File: src/rtl/key_debounce.sv
// key_debounce: per-key synchroniser, debouncer and press-pulse generator.
// Optional hold-to-auto-repeat per key, selected by REPEAT_EN.
module key_debounce #(
  parameter int NUM_KEYS = 2,
  parameter int DEBOUNCE_CYC = 1000000,
  parameter int HOLD_CYC = 50000000,
  parameter int REPEAT_CYC = 10000000,
  parameter logic [NUM_KEYS-1:0] REPEAT_EN = NUM_KEYS'(2'b10)
) (
  input  logic                clk,
  input  logic                rst_n,
  input  logic [NUM_KEYS-1:0] key_n,
  output logic [NUM_KEYS-1:0] key_pulse,
  output logic [NUM_KEYS-1:0] key_level
);

  localparam int MAX_AB =
    (DEBOUNCE_CYC > HOLD_CYC) ? DEBOUNCE_CYC : HOLD_CYC;
  localparam int MAX_C =
    (MAX_AB > REPEAT_CYC) ? MAX_AB : REPEAT_CYC;
  // +1 so a power-of-two cycle count still fits in the counter
  localparam int CW = $clog2(MAX_C + 1);

  localparam logic [CW-1:0] DB_N = CW'(DEBOUNCE_CYC);
  localparam logic [CW-1:0] HOLD_LAST = CW'(HOLD_CYC - 1);
  localparam logic [CW-1:0] REP_LAST = CW'(REPEAT_CYC - 1);

  typedef enum logic [2:0] {
    IDLE,
    PRESS_DB,
    HELD,
    REPEAT,
    RELEASE_DB
  } state_t;

  for (genvar i = 0; i < NUM_KEYS; i++) begin : g_key
    logic          s1;
    logic          s2;
    state_t        st;
    logic [CW-1:0] cnt;
    logic          pulse;
    logic          level;

    assign key_pulse[i] = pulse;
    assign key_level[i] = level;

    // two-flop synchroniser, resets to the released level
    always_ff @(posedge clk or negedge rst_n) begin
      if (!rst_n) begin
        s1 <= 1'b1;
        s2 <= 1'b1;
      end else begin
        s1 <= key_n[i];
        s2 <= s1;
      end
    end

    // per-key debounce / hold / repeat FSM with registered outputs
    always_ff @(posedge clk or negedge rst_n) begin
      if (!rst_n) begin
        st    <= IDLE;
        cnt   <= '0;
        pulse <= 1'b0;
        level <= 1'b0;
      end else begin
        pulse <= 1'b0;
        unique case (st)
          IDLE: begin
            if (!s2) begin
              st  <= PRESS_DB;
              cnt <= '0;
            end
          end
          PRESS_DB: begin
            if (s2) begin
              st  <= IDLE;
              cnt <= '0;
            end else if (cnt == DB_N) begin
              st    <= HELD;
              cnt   <= '0;
              pulse <= 1'b1;
              level <= 1'b1;
            end else begin
              cnt <= cnt + 1'b1;
            end
          end
          HELD: begin
            if (s2) begin
              st  <= RELEASE_DB;
              cnt <= '0;
            end else if (cnt != HOLD_LAST) begin
              cnt <= cnt + 1'b1;
            end else if (REPEAT_EN[i]) begin
              st    <= REPEAT;
              cnt   <= '0;
              pulse <= 1'b1;
            end
          end
          REPEAT: begin
            if (s2) begin
              st  <= RELEASE_DB;
              cnt <= '0;
            end else if (cnt == REP_LAST) begin
              cnt   <= '0;
              pulse <= 1'b1;
            end else begin
              cnt <= cnt + 1'b1;
            end
          end
          RELEASE_DB: begin
            // a bounce back to pressed restarts the hold timer
            if (!s2) begin
              st  <= HELD;
              cnt <= '0;
            end else if (cnt == DB_N) begin
              st    <= IDLE;
              cnt   <= '0;
              level <= 1'b0;
            end else begin
              cnt <= cnt + 1'b1;
            end
          end
          default: begin
            st  <= IDLE;
            cnt <= '0;
          end
        endcase
      end
    end
  end

endmodule

File: config.mk
export PLATFORM = sky130hd
export DESIGN_NAME = key_debounce
export DESIGN_NICKNAME = d
export VERILOG_FILES = /design/src/rtl/key_debounce.sv
export SDC_FILE = /design/constraint.sdc
export NUM_CORES = 1
export LEC_CHECK = 0
export ABC_AREA = 1
export ABC_CLOCK_PERIOD_IN_PS = 1800
export CORE_ASPECT_RATIO = 0.75
export CORE_MARGIN = 8
export CORE_UTILIZATION = 45
export CTS_CLUSTER_SIZE = 20
export DETAILED_ROUTE_END_ITERATION = 8
export GPL_ROUTABILITY_DRIVEN = 0
export PLACE_DENSITY = 0.64
export SYNTH_ARGS = -nofsm -noshare
export SYNTH_HDL_FRONTEND = slang
export SYNTH_SLANG_ARGS = --single-unit
File: constraint.sdc
create_clock -name clk -period 1.8 [get_ports clk]
set_input_delay 0.18 -clock clk [delete_from_list [all_inputs] [get_ports clk]]
set_output_delay 0.18 -clock clk [all_outputs]
set_load 0.01 [all_outputs]
* Yosys cells after proc, flatten, opt, wreduce, memory -nomap -nowiden
Cells that the tools add are included.
Operators by class: $add $sub $neg 2, multiply operators 0, div/mod/pow operators 0, order comparisons 0, equal/unequal tests 32, shift-type cells 0, muxes and demuxes 56, bitwise gates (word level) 0, reduce and logical (&&, ||, !) cells 10
Operators with widths (number):
- $mux W26 | 16
- $pmux W26 S5 | 2
- $add A26 B1 Y26 const B | 2
- $eq A26 B20 Y1 const B | 2
- $eq A26 B24 Y1 const B | 2
- $ne A26 B26 Y1 const B | 2
- $mux W3 | 14
- $ne A2 B2 Y1 const B | 11
- $mux W1 | 18
- $ne A3 B3 Y1 const B | 6
- $pmux W3 S5 | 1
- $reduce_and A5 Y1 | 3
- $eq A3 B2 Y1 const B | 4
- $pmux W3 S4 | 1
- $eq A3 B1 Y1 const B | 2
- $eq A3 B3 Y1 const B | 2
- $logic_not A3 Y1 | 2
- $pmux W1 S2 | 3
- $reduce_and A4 Y1 | 1
- $reduce_bool A2 Y1 | 2
- $pmux W1 S3 | 1
- $ne A2 B1 Y1 const B | 1
- $reduce_and A2 Y1 | 1
- $reduce_or A2 Y1 | 1
Storage, ports and cells: bits in registers 66, bits in latches 0, memory bits (writable) 0, ROM bits 0, input port bits 4, output and inout port bits 4, word-level logic and storage cells 112, memories kept 0

* Depth between registers and ports, before layout
Gate-level depths: netlist of the first run.
depth in word-level cells 4, depth in mapped cells 14, depth with buffers taken out 13

* Worst setup path after synthesis of the first run
Ideal clock, no wire load.
kind register to register, start point register g_key[0].cnt[0], end point register g_key[0].cnt[12], library setup time 0.122 ns, arrival 1.613 ns, data required time 1.678 ns, setup slack 0.065 ns, cell stages (with the launch flop) 12, path buffers 1, period minus slack after synthesis 1.735 ns, cell sequence dfrtp_1 ha_1 nand3_1 nor3_4 nand3_1 nand2_1 nand3_2 nand2_2 nand2_4 nor2_8 buf_12 nor2_2
On the way: cells in the longest elaborated chain, start to end 4, elaborated cells between the ends (all ways) 14, those cells by class add/sub: 1; eq/ne: 4; mux: 8; reduce/logical: 1
RTL lines:
- start, declared | RTL line 40 | logic [CW-1:0] cnt;
- start signal, assigned | RTL line 84 | cnt <= cnt + 1'b1;
- start signal, assigned | RTL line 92 | cnt <= cnt + 1'b1;
- start signal, assigned | RTL line 107 | cnt <= cnt + 1'b1;
- $add A26 B1 Y26 (tied with other cells)
- $mux W26, on equally long branches (2 in series)
- $pmux W26 S5 | RTL line 67 | unique case (st)
Several ways; a longest one is shown, not always the timed one. The select of a mux whose other input is x is not followed. A chain may end at the register's enable or synchronous reset.

* Final worst setup path of the first run
start point register g_key[0].cnt[1], end point register g_key[0].cnt[22]
Same word-level chain as after synthesis.

==> results.md, run 1 <==
- The floorplan step set the die height to 104 um.
- Summed over all layers, the global routing overflow is 0.
- STA classifies the critical path endpoint as a flip-flop.
- For flop-to-flop paths, the worst setup slack is -0.1 ns.
- On the critical path, the stage with the largest delay is an instance of sky130_fd_sc_hd__dfrtp_1.
- The startpoint identified for the worst register-to-register timing path is g_key[0].cnt[1].
- The fraction of synthesized cell area taken by the top area cell type is 0.335.
- The horizontal die dimension is roughly 130 um.
- The worst setup slack after placement is -0.174 ns.
- The peak fanout along the critical path is 11.
- Summed over all cells, the static leakage comes to 2.87 nW.
- The reported max-cap violation count is 0.
- Traced cell by cell, the critical path runs through buf_4 -> ha_4 -> nand3_4 -> nor3_4 -> buf_4 -> nand3_4 -> nand2_8 -> buf_12 -> nor2_8 -> buf_12 -> nor2_1.
- The worst slew slack as a fraction of its limit is 0.664.
- Sorting the synthesized cells by area gives the leading types as sky130_fd_sc_hd__dfrtp_1, sky130_fd_sc_hd__nand2_1, sky130_fd_sc_hd__nor2_1.
- The number of placed instances, taps included, is 874.
- Entering global routing, the biggest net connects 32 pins.
- In this run the power spent charging and discharging nets is roughly 2.1 mW.
- Counting flops with a built-in enable in the synthesized netlist gives 0.
- In this run the worst setup path begins at g_key[0].cnt[1].
- The top-level I/O count is 8.
- The total of endpoints with negative setup slack in the final report is 45.
- The final reports fail on negative setup slack.
- The critical path capture point is g_key[0].cnt[22].
- The largest clock skew in the final design is between 0.005 and 0.006 ns.
- For this run, the total global-route usage over all layers was measured as 0.200.
- Internal power comes to ~3.7 mW.
- The DRC violations left is 0.
- The sequential share of power is 0.288.
- Data on the critical path is required at its endpoint by 2.03 ns.
- The per-instance average area after synthesis is roughly 7 um^2.
- Of the total power, combinational logic draws 0.379.
- After technology mapping, the gate count stands at 664.
- The biggest area contributor in the post-synthesis netlist is sky130_fd_sc_hd__dfrtp_1.
- The cell family with the largest share of critical-path delay is buffers and inverters.
- The synthesized netlist occupies a cell area of 4630 um^2.
- On the final layout, the worst hold slack is 0.255 ns.
- The number of inserted diodes is 0.
- For the finished layout, the period the worst path requires is roughly 1.9 ns.
- The H-tree was split into 3 levels.
- The number of iterations in the first detailed-routing pass is 5.
- Once routing completed, OpenROAD measured the worst setup slack at -0.0955 ns.
- The count of clock tree sinks is 66.
- The run finished, with violations left.
- Dividing total power by cell area gives a power density of between 900 and 1000 nW/um^2.
- The layout overhead on the synthesized area is 38.3%.
- The critical path runs through a total of 11 cells.
- The layout cell share with drive strength beyond 1 is 0.347.
- The Yosys step of the flow raised 0 warnings.
- In this run the critical register-to-register path is captured at g_key[0].cnt[22].
- The number of routed nets with antenna violations is 0.
- The number of standard-cell rows in the floorplan is 32.
- The total power is 5.79 mW.
- The clock transition at the registers of the reported paths is 0.05 ns.
- Setup repair after global routing could not meet its margin everywhere.
- The post-layout net count is approximately 800.
- The most used flip-flop cell after synthesis is sky130_fd_sc_hd__dfrtp_1.
- The number of cells in the finished layout apart from fillers is between 900 and 1000.
- The final period utilization is 1.05.
- The via count of the first global-routing pass was 4500.
- The worst hold path belongs to the class input port to flip-flop.
- The tree is rooted in a sky130_fd_sc_hd__clkbuf_16.
- The port buffer count is 7.
- The flop and latch count out of synthesis is 66.
- The initial utilization of the core area, before any placement, comes to 0.457.
- The number of endpoints with negative hold slack in the final report is 0.
- The clock share of power is 0.334.
- The area inside the core boundary is a little over 10000 um^2.
- The post-synth net total is between 600 and 700.
- The CTS tree is yes.
- For the final routed database, the setup TNS stands at -2.55 ns.
- For the worst-skew pair, the clock arrives at the later sink with an insertion delay of about 0.34 ns.
- The initial antenna violation count is 0.
- The final-report max-slew violation count is 0.
- The die covers approximately 14000 um^2.
- The switching share of total power is 0.364.
- The share of async-settable or async-resettable flops after synthesis is 1.00.
- The data arrival time at the worst-slack endpoint is 2.12 ns.
- The wire length of the first global-routing pass is between 20000 and 25000 um.
- Of the synthesized area, sequential elements account for 0.358.
- The worst-margin pin slew is 0.504 ns.
- The routed design has roughly 14000 um of wire.
- The worst setup path is launched from a flip-flop.
- The maximum clock insertion buffer count is 2.
- Counting cells, the worst reg-to-reg path comes to 11.
- After detailed routing, the number of vias per cell comes to approximately 5.4.
- Buffers inserted during clock tree synthesis total 9.
- On the worst path, the slowest cell contributes a delay of approximately 0.40 ns.
- The total number of vias is between 4000 and 5000.
- The distinct cell type count after synthesis is 42.
- The worst path buffer plus inverter count is 4.
- The kind of critical path is flip-flop to flip-flop.
- Dividing the detail-routed wire length by the instance count gives 15.6 um.
- The largest vdd supply drop is around 0.00064 V.
- The first routing iteration left between 400 and 500 violations.
- Derived from the worst setup path, the maximum achievable clock frequency is between 500 and 600 MHz.
- The HPWL after detailed placement is roughly 10000 um.
[cell usage in the layout, fill, tap and decap left out, drive strengths merged]
cell type,netlist,final
buf,15,107
nand2,156,156
clkinvlp,0,2
nand4,31,31
xnor2,3,3
ha,4,4
o22ai,3,3
nor4,5,5
inv,94,95
o32ai,1,1
xor2,22,22
o221ai,1,1
nand3,52,52
a211oi,1,1
clkinv,0,1
nor3,26,26
bufinv,0,2
dfrtp,62,62
or2,2,2
o21ai,19,19
clkbuf,3,10
o31ai,2,2
a31oi,2,2
clkdlybuf4s50,0,6
dfstp,4,4
nor2,123,123
o21bai,2,2
dlygate4sd3,0,1
a21oi,28,28
nand3b,2,2
o2111ai,1,1
[synth_stat cells, types with 2 or more instances]
library cell	number
sky130_fd_sc_hd__dfrtp_1	62
sky130_fd_sc_hd__xor2_1	22
sky130_fd_sc_hd__nand3b_1	2
sky130_fd_sc_hd__nand2_2	7
sky130_fd_sc_hd__buf_6	3
sky130_fd_sc_hd__nor2_1	102
sky130_fd_sc_hd__nor4_1	5
sky130_fd_sc_hd__a31oi_1	2
sky130_fd_sc_hd__dfstp_2	4
sky130_fd_sc_hd__ha_1	4
sky130_fd_sc_hd__buf_2	6
sky130_fd_sc_hd__nor3_2	5
sky130_fd_sc_hd__nand2_4	2
sky130_fd_sc_hd__o21bai_1	2
sky130_fd_sc_hd__a21oi_1	27
sky130_fd_sc_hd__xnor2_1	3
sky130_fd_sc_hd__nor2_2	18
sky130_fd_sc_hd__inv_1	89
sky130_fd_sc_hd__nand4_1	31
sky130_fd_sc_hd__nor3_1	20
sky130_fd_sc_hd__nor2_4	2
sky130_fd_sc_hd__clkbuf_1	3
sky130_fd_sc_hd__or2_2	2
sky130_fd_sc_hd__nand3_2	6
sky130_fd_sc_hd__nand2_1	147
sky130_fd_sc_hd__inv_2	4
sky130_fd_sc_hd__o22ai_1	3
sky130_fd_sc_hd__nand3_1	45
sky130_fd_sc_hd__o21ai_0	16
sky130_fd_sc_hd__o21ai_1	3
sky130_fd_sc_hd__o31ai_1	2
sky130_fd_sc_hd__buf_4	5
[layer usage]
layer / vias up / share of wire / GRT usage
li1: 2356 / - / -
met1: 2289 / 0.46 / 0.298
met2: 231 / 0.44 / 0.282
met3: 18 / 0.089 / 0.0473
met4: 0 / 0.011 / 0.0501
met5: - / 0 / 0
[cell families (layout without fill, tap and decap cells)]
kind of cell,Yosys count,after routing,synth area share
and+or+nand+nor,397,397,0.406
buffers and inverters,112,224,0.105
DFF,66,66,0.358
AOI/OAI and AO/OA,60,60,0.0722
xor gates and xnor gates,25,25,0.0473
adders and majority gates,4,4,0.0108
[worst register-to-register path: cells and delay by family, from the launching register on]
family                   cells  cell delay (ns)
AND/OR/NAND/NOR              6             0.59
adder cells (fa/ha/maj)      1             0.16
buffers and inverters        4             0.63
flip-flops                   1             0.40
[how the worst min path moves through the flow]
stage | slack (ns) | cells past startpoint | from | endpoint
after floorplan | -0.12 | 0 | rst_n | g_key[0].cnt[0]
after global placement | 0.13 | 1 | rst_n | g_key[1].cnt[0]
after detailed placement | 0.13 | 1 | rst_n | g_key[1].cnt[1]
after CTS | 0.25 | 1 | key_n[0] | g_key[0].s1
after global routing | 0.24 | 1 | key_n[0] | g_key[0].s1
final | 0.25 | 1 | key_n[0] | g_key[0].s1
[flip-flops by register name, indices dropped and copies added, names as in the netlist]
| signal | flops |
|---|---|
| g_key.s1 | 2 |
| g_key.pulse | 2 |
| g_key.st | 6 |
| g_key.cnt | 52 |
| g_key.s2 | 2 |
| g_key.level | 2 |
[power groups by stage]
stage	Combinational (mW)	Clock [mW]	Sequential, mW
after floorplan	0.983	0	1.67
after global placement	1.48	0	1.67
after detailed placement	1.51	0	1.68
after CTS	1.98	1.95	1.66
after global routing	2.34	2.02	1.68
final	2.19	1.93	1.67
[through the flow]
step | instance area [um^2] | util
final | 6400 | 0.632
after detailed placement | 5430 | 0.536
after global routing | 6400 | 0.632
after CTS | 6060 | 0.598
after floorplan | 4630 | -
after global placement | 5430 | 0.536
[area by class of cell]
class                           instances  area [um^2]
Clock inverter                          6         88.8
Timing Repair Buffer                  114          975
Inverter                               94          355
Sequential cell                        66         1660
Fill cell                             861         3730
Clock buffer                           10          239
Tap cell                              136          170
Multi-Input combinational cell        486         2910
[what timing repair did]
item | CTS | global route
pin swaps | 23 | 25
gates resized for setup | 45 | 85
hold buffers | 1 | 0
cloned | 2 | 1
endpoints found under the hold margin | 11 | 0
setup endpoints to repair | 52 | 55
buffers inserted | 12 | 9
Note: power is estimated with default switching activity, not from simulation.
==> run 2: changes to the inputs <==
--- a/config.mk
+++ b/config.mk
@@ -7,13 +7,14 @@
 export LEC_CHECK = 0
 export ABC_AREA = 1
 export ABC_CLOCK_PERIOD_IN_PS = 1800
+export CAP_MARGIN = 20
 export CORE_ASPECT_RATIO = 0.75
 export CORE_MARGIN = 8
-export CORE_UTILIZATION = 45
+export CORE_UTILIZATION = 57
 export CTS_CLUSTER_SIZE = 20
 export DETAILED_ROUTE_END_ITERATION = 8
 export GPL_ROUTABILITY_DRIVEN = 0
-export PLACE_DENSITY = 0.64
+export PLACE_DENSITY = 0.78
 export SYNTH_ARGS = -nofsm -noshare
 export SYNTH_HDL_FRONTEND = slang
 export SYNTH_SLANG_ARGS = --single-unit
==> results.md, run 2 (same netlist as run 1, synthesis figures left out) <==
- The worst hold path class is input port to flip-flop.
- The number of endpoints with negative hold slack in the final report is 0.
- Summing all non-filler instances in the final layout gives an area of a little under 6000 um^2.
- The largest registers in the layout are g_key.cnt: 52 flops, g_key.st: 6 flops.
- Clock tree synthesis found a total of 66 sinks.
- For this block, the via count after detailed routing is about 5000.
- Summing all placed instances gives a cell area of around 5300 um^2.
- After global routing the overflow that remains totals 0.
- At the later pin of the worst-skew pair, clock insertion delay measures approximately 0.37 ns.
- The worst endpoint required time is 2.05 ns.
- The run finished, with violations left.
- The number of iterations in the first detailed-routing pass is 6.
- The smallest setup slack after layout is -0.133 ns.
- The final HPWL from detailed placement is a little under 10000 um.
- The global-route usage over all layers is 0.248.
- The initial antenna violation count is 0.
- The die covers 11300 um^2.
- After floorplanning, the core was sized to cover around 8000 um^2.
- The critical path is of the flip-flop to flip-flop type.
- The analysis attributes to cell leakage a power of roughly 2.7 nW.
- Measured against its own limit, the worst slew margin works out to 0.652.
- Setup repair after global routing could not meet its margin everywhere.
- The number of filler cells placed in the layout is 563.
- The commonest non-fill, non-tap cell in the layout is sky130_fd_sc_hd__nand2_1.
- The DRC violations left is 0.
- The total of endpoints with negative setup slack in the final report is 50.
- The register-to-register path setup slack is -0.13 ns.
- In this run the count of I/O pins placed on the die edge is 8.
- The post-layout net count is 763.
- In this run the deepest clock path goes through 2 buffers.
- The number of vias per cell is around 5.8.
- STA classifies the critical path endpoint as a flip-flop.
- The worst hold path begins at key_n[1].
- The maximum clock rate is just over 500 MHz.
- Leaving out filler cells and counting taps, the final layout contains just under 900.
- The clock transition at the registers of the reported paths is approximately 0.08 ns.
- The largest vdd supply drop is a little over 0.0009 V.
- Counting instances, the worst hold path has a depth of 1.
- The first global-routing pass estimated 22400 um of wire.
- On the final layout, the worst hold slack is approximately 0.21 ns.
- From bottom edge to top edge, the die measures between 90 and 100 um.
- The startpoint of the most critical setup path is g_key[0].cnt[0].
- The worst register-to-register path ends at g_key[0].cnt[4].
- The library cells used most frequently in the layout, excluding fill and tap cells, are sky130_fd_sc_hd__nand2_1, sky130_fd_sc_hd__nor2_1, sky130_fd_sc_hd__inv_1, sky130_fd_sc_hd__buf_4, sky130_fd_sc_hd__dfrtp_1.
- The peak fanout along the critical path is 7.
- The number of inserted diodes is 0.
- The largest clock skew in the final design is 0.00879 ns.
- In this run the power density over the cells is around 880 nW/um^2.
- Buffers placed on the I/O ports in this run total 7.
- Entering global routing, the biggest net connects 43 pins.
- Clock tree synthesis inserted a total of 9 buffers.
- In this run the horizontal extent of the chip is ~120 um.
- The beginning of the worst register-to-register path is g_key[0].cnt[0].
- The initial utilization of the core area, before any placement, comes to 0.587.
- The register with the most flip-flops in the layout has 52 of them.
- Power comes to around 5.3 mW.
- The final-report max-slew violation count is 0.
- The initial DRC count is 585.
- The floorplan has 28 rows.
- The worst path in the final design needs a cycle of between 1.5 and 2 ns, including I/O delays and setup.
- The final layout contains routed wiring with a total length of approximately 14000 um.
- Relative to the synthesized area, the layout overhead comes to 28.8%.
- The number of H-tree levels is 3.
- More flip-flops sit in one register than any other, and that register is g_key.cnt.
- The count of cells along the worst register-to-register path is 14.
- The final period utilization is 1.07.
- The CTS tree is yes.
- The end of the worst hold path is g_key[1].s1.
- In the final layout, the share of cells above drive strength 1 is 0.278.
- The routed length per placed instance is ~16 um.
- The checks that failed: negative setup slack.
- The worst-margin pin slew is 0.521 ns.
- The data arrival time at the worst-slack endpoint is approximately 2.2 ns.
- The worst setup path is launched from a flip-flop.
- In this run the remaining antenna-violating nets after routing total 0.
- The master cell of the clock root buffer is sky130_fd_sc_hd__clkbuf_8.
- Max-cap violations in this run came to 0.
- The via count of the first global-routing pass is about 4700.
- The total placed cells including tap cells is 834.
-- run 2: cell count changes in the layout (fill, tap and decap cells not counted), moves of 8 or more --
cell / change
sky130_fd_sc_hd__nand2_1: +8
sky130_fd_sc_hd__a21oi_2: -15
sky130_fd_sc_hd__nor2_1: +9
sky130_fd_sc_hd__buf_4: -12
sky130_fd_sc_hd__clkbuf_8: +8
sky130_fd_sc_hd__a21oi_1: +14
-- run 2: stage by stage --
step | setup slack, ns | utilization | TNS (ns)
final | -0.133 | 0.756 | -4.96
after global routing | -0.258 | 0.756 | -11.08
after CTS | -0.0603 | 0.723 | -1.34
after detailed placement | -0.196 | 0.672 | -4.79
after global placement | -0.0826 | 0.672 | -1.38
after floorplan | 0.0647 | - | 0
-- run 2: per-layer routing --
metal	vias to the layer above	share of wire	track usage
met5	-	0	0
met4	0	0.017	0.0829
met3	39	0.11	0.0709
met2	315	0.44	0.375
met1	2352	0.43	0.334
li1	2313	-	-
-- run 2: worst max-delay path by stage --
stage                                   to  slack, ns  depth (start not counted)
after global placement    g_key[0].cnt[23]      -0.08                         13
after CTS                 g_key[0].cnt[14]      -0.06                         13
after detailed placement  g_key[0].cnt[22]      -0.20                         13
after global routing       g_key[0].cnt[4]      -0.26                         14
after floorplan           g_key[0].cnt[12]       0.06                         11
final                      g_key[0].cnt[4]      -0.13                         14
-- run 2: area by class of cell --
class	instances	area [um^2]	area share
Sequential cell	66	1660	0.279
Multi-Input combinational cell	486	2730	0.458
Tap cell	105	131	0.0220
Clock buffer	11	131	0.0220
Timing Repair Buffer	98	847	0.142
Clock inverter	5	103	0.0172
Inverter	94	355	0.0596
-- run 2: worst max-delay path: stages, from the launching register on --
cell                        delay (ns)
sky130_fd_sc_hd__dfrtp_2          0.44
sky130_fd_sc_hd__inv_2            0.09
sky130_fd_sc_hd__ha_4             0.15
sky130_fd_sc_hd__nand2_2          0.06
sky130_fd_sc_hd__nor2_2           0.09
sky130_fd_sc_hd__nand2_1          0.07
sky130_fd_sc_hd__nor2_2           0.12
sky130_fd_sc_hd__nand2_2          0.10
sky130_fd_sc_hd__nand2_2          0.09
sky130_fd_sc_hd__nand3_2          0.11
sky130_fd_sc_hd__nand2_4          0.09
sky130_fd_sc_hd__nand2_4          0.07
sky130_fd_sc_hd__nor2_8           0.12
sky130_fd_sc_hd__clkbuf_16        0.18
sky130_fd_sc_hd__nor2_2           0.03
-- run 2: timing repair --
action,4_1_cts,5_1_grt
gates resized for setup,18,52
setup endpoints to repair,50,58
hold buffers,1,0
gates cloned,1,2
pin swaps,4,10
setup buffers,8,4
endpoints found under the hold margin,15,0
-- run 2: where the power goes --
group	internal [mW]	total, mW	switching (mW)	leakage, nW
combinational	0.822	2.04	1.22	1.71
clock	0.919	1.53	0.615	0.114
sequential	1.58	1.68	0.0972	0.891
total	3.32	5.25	1.93	2.71
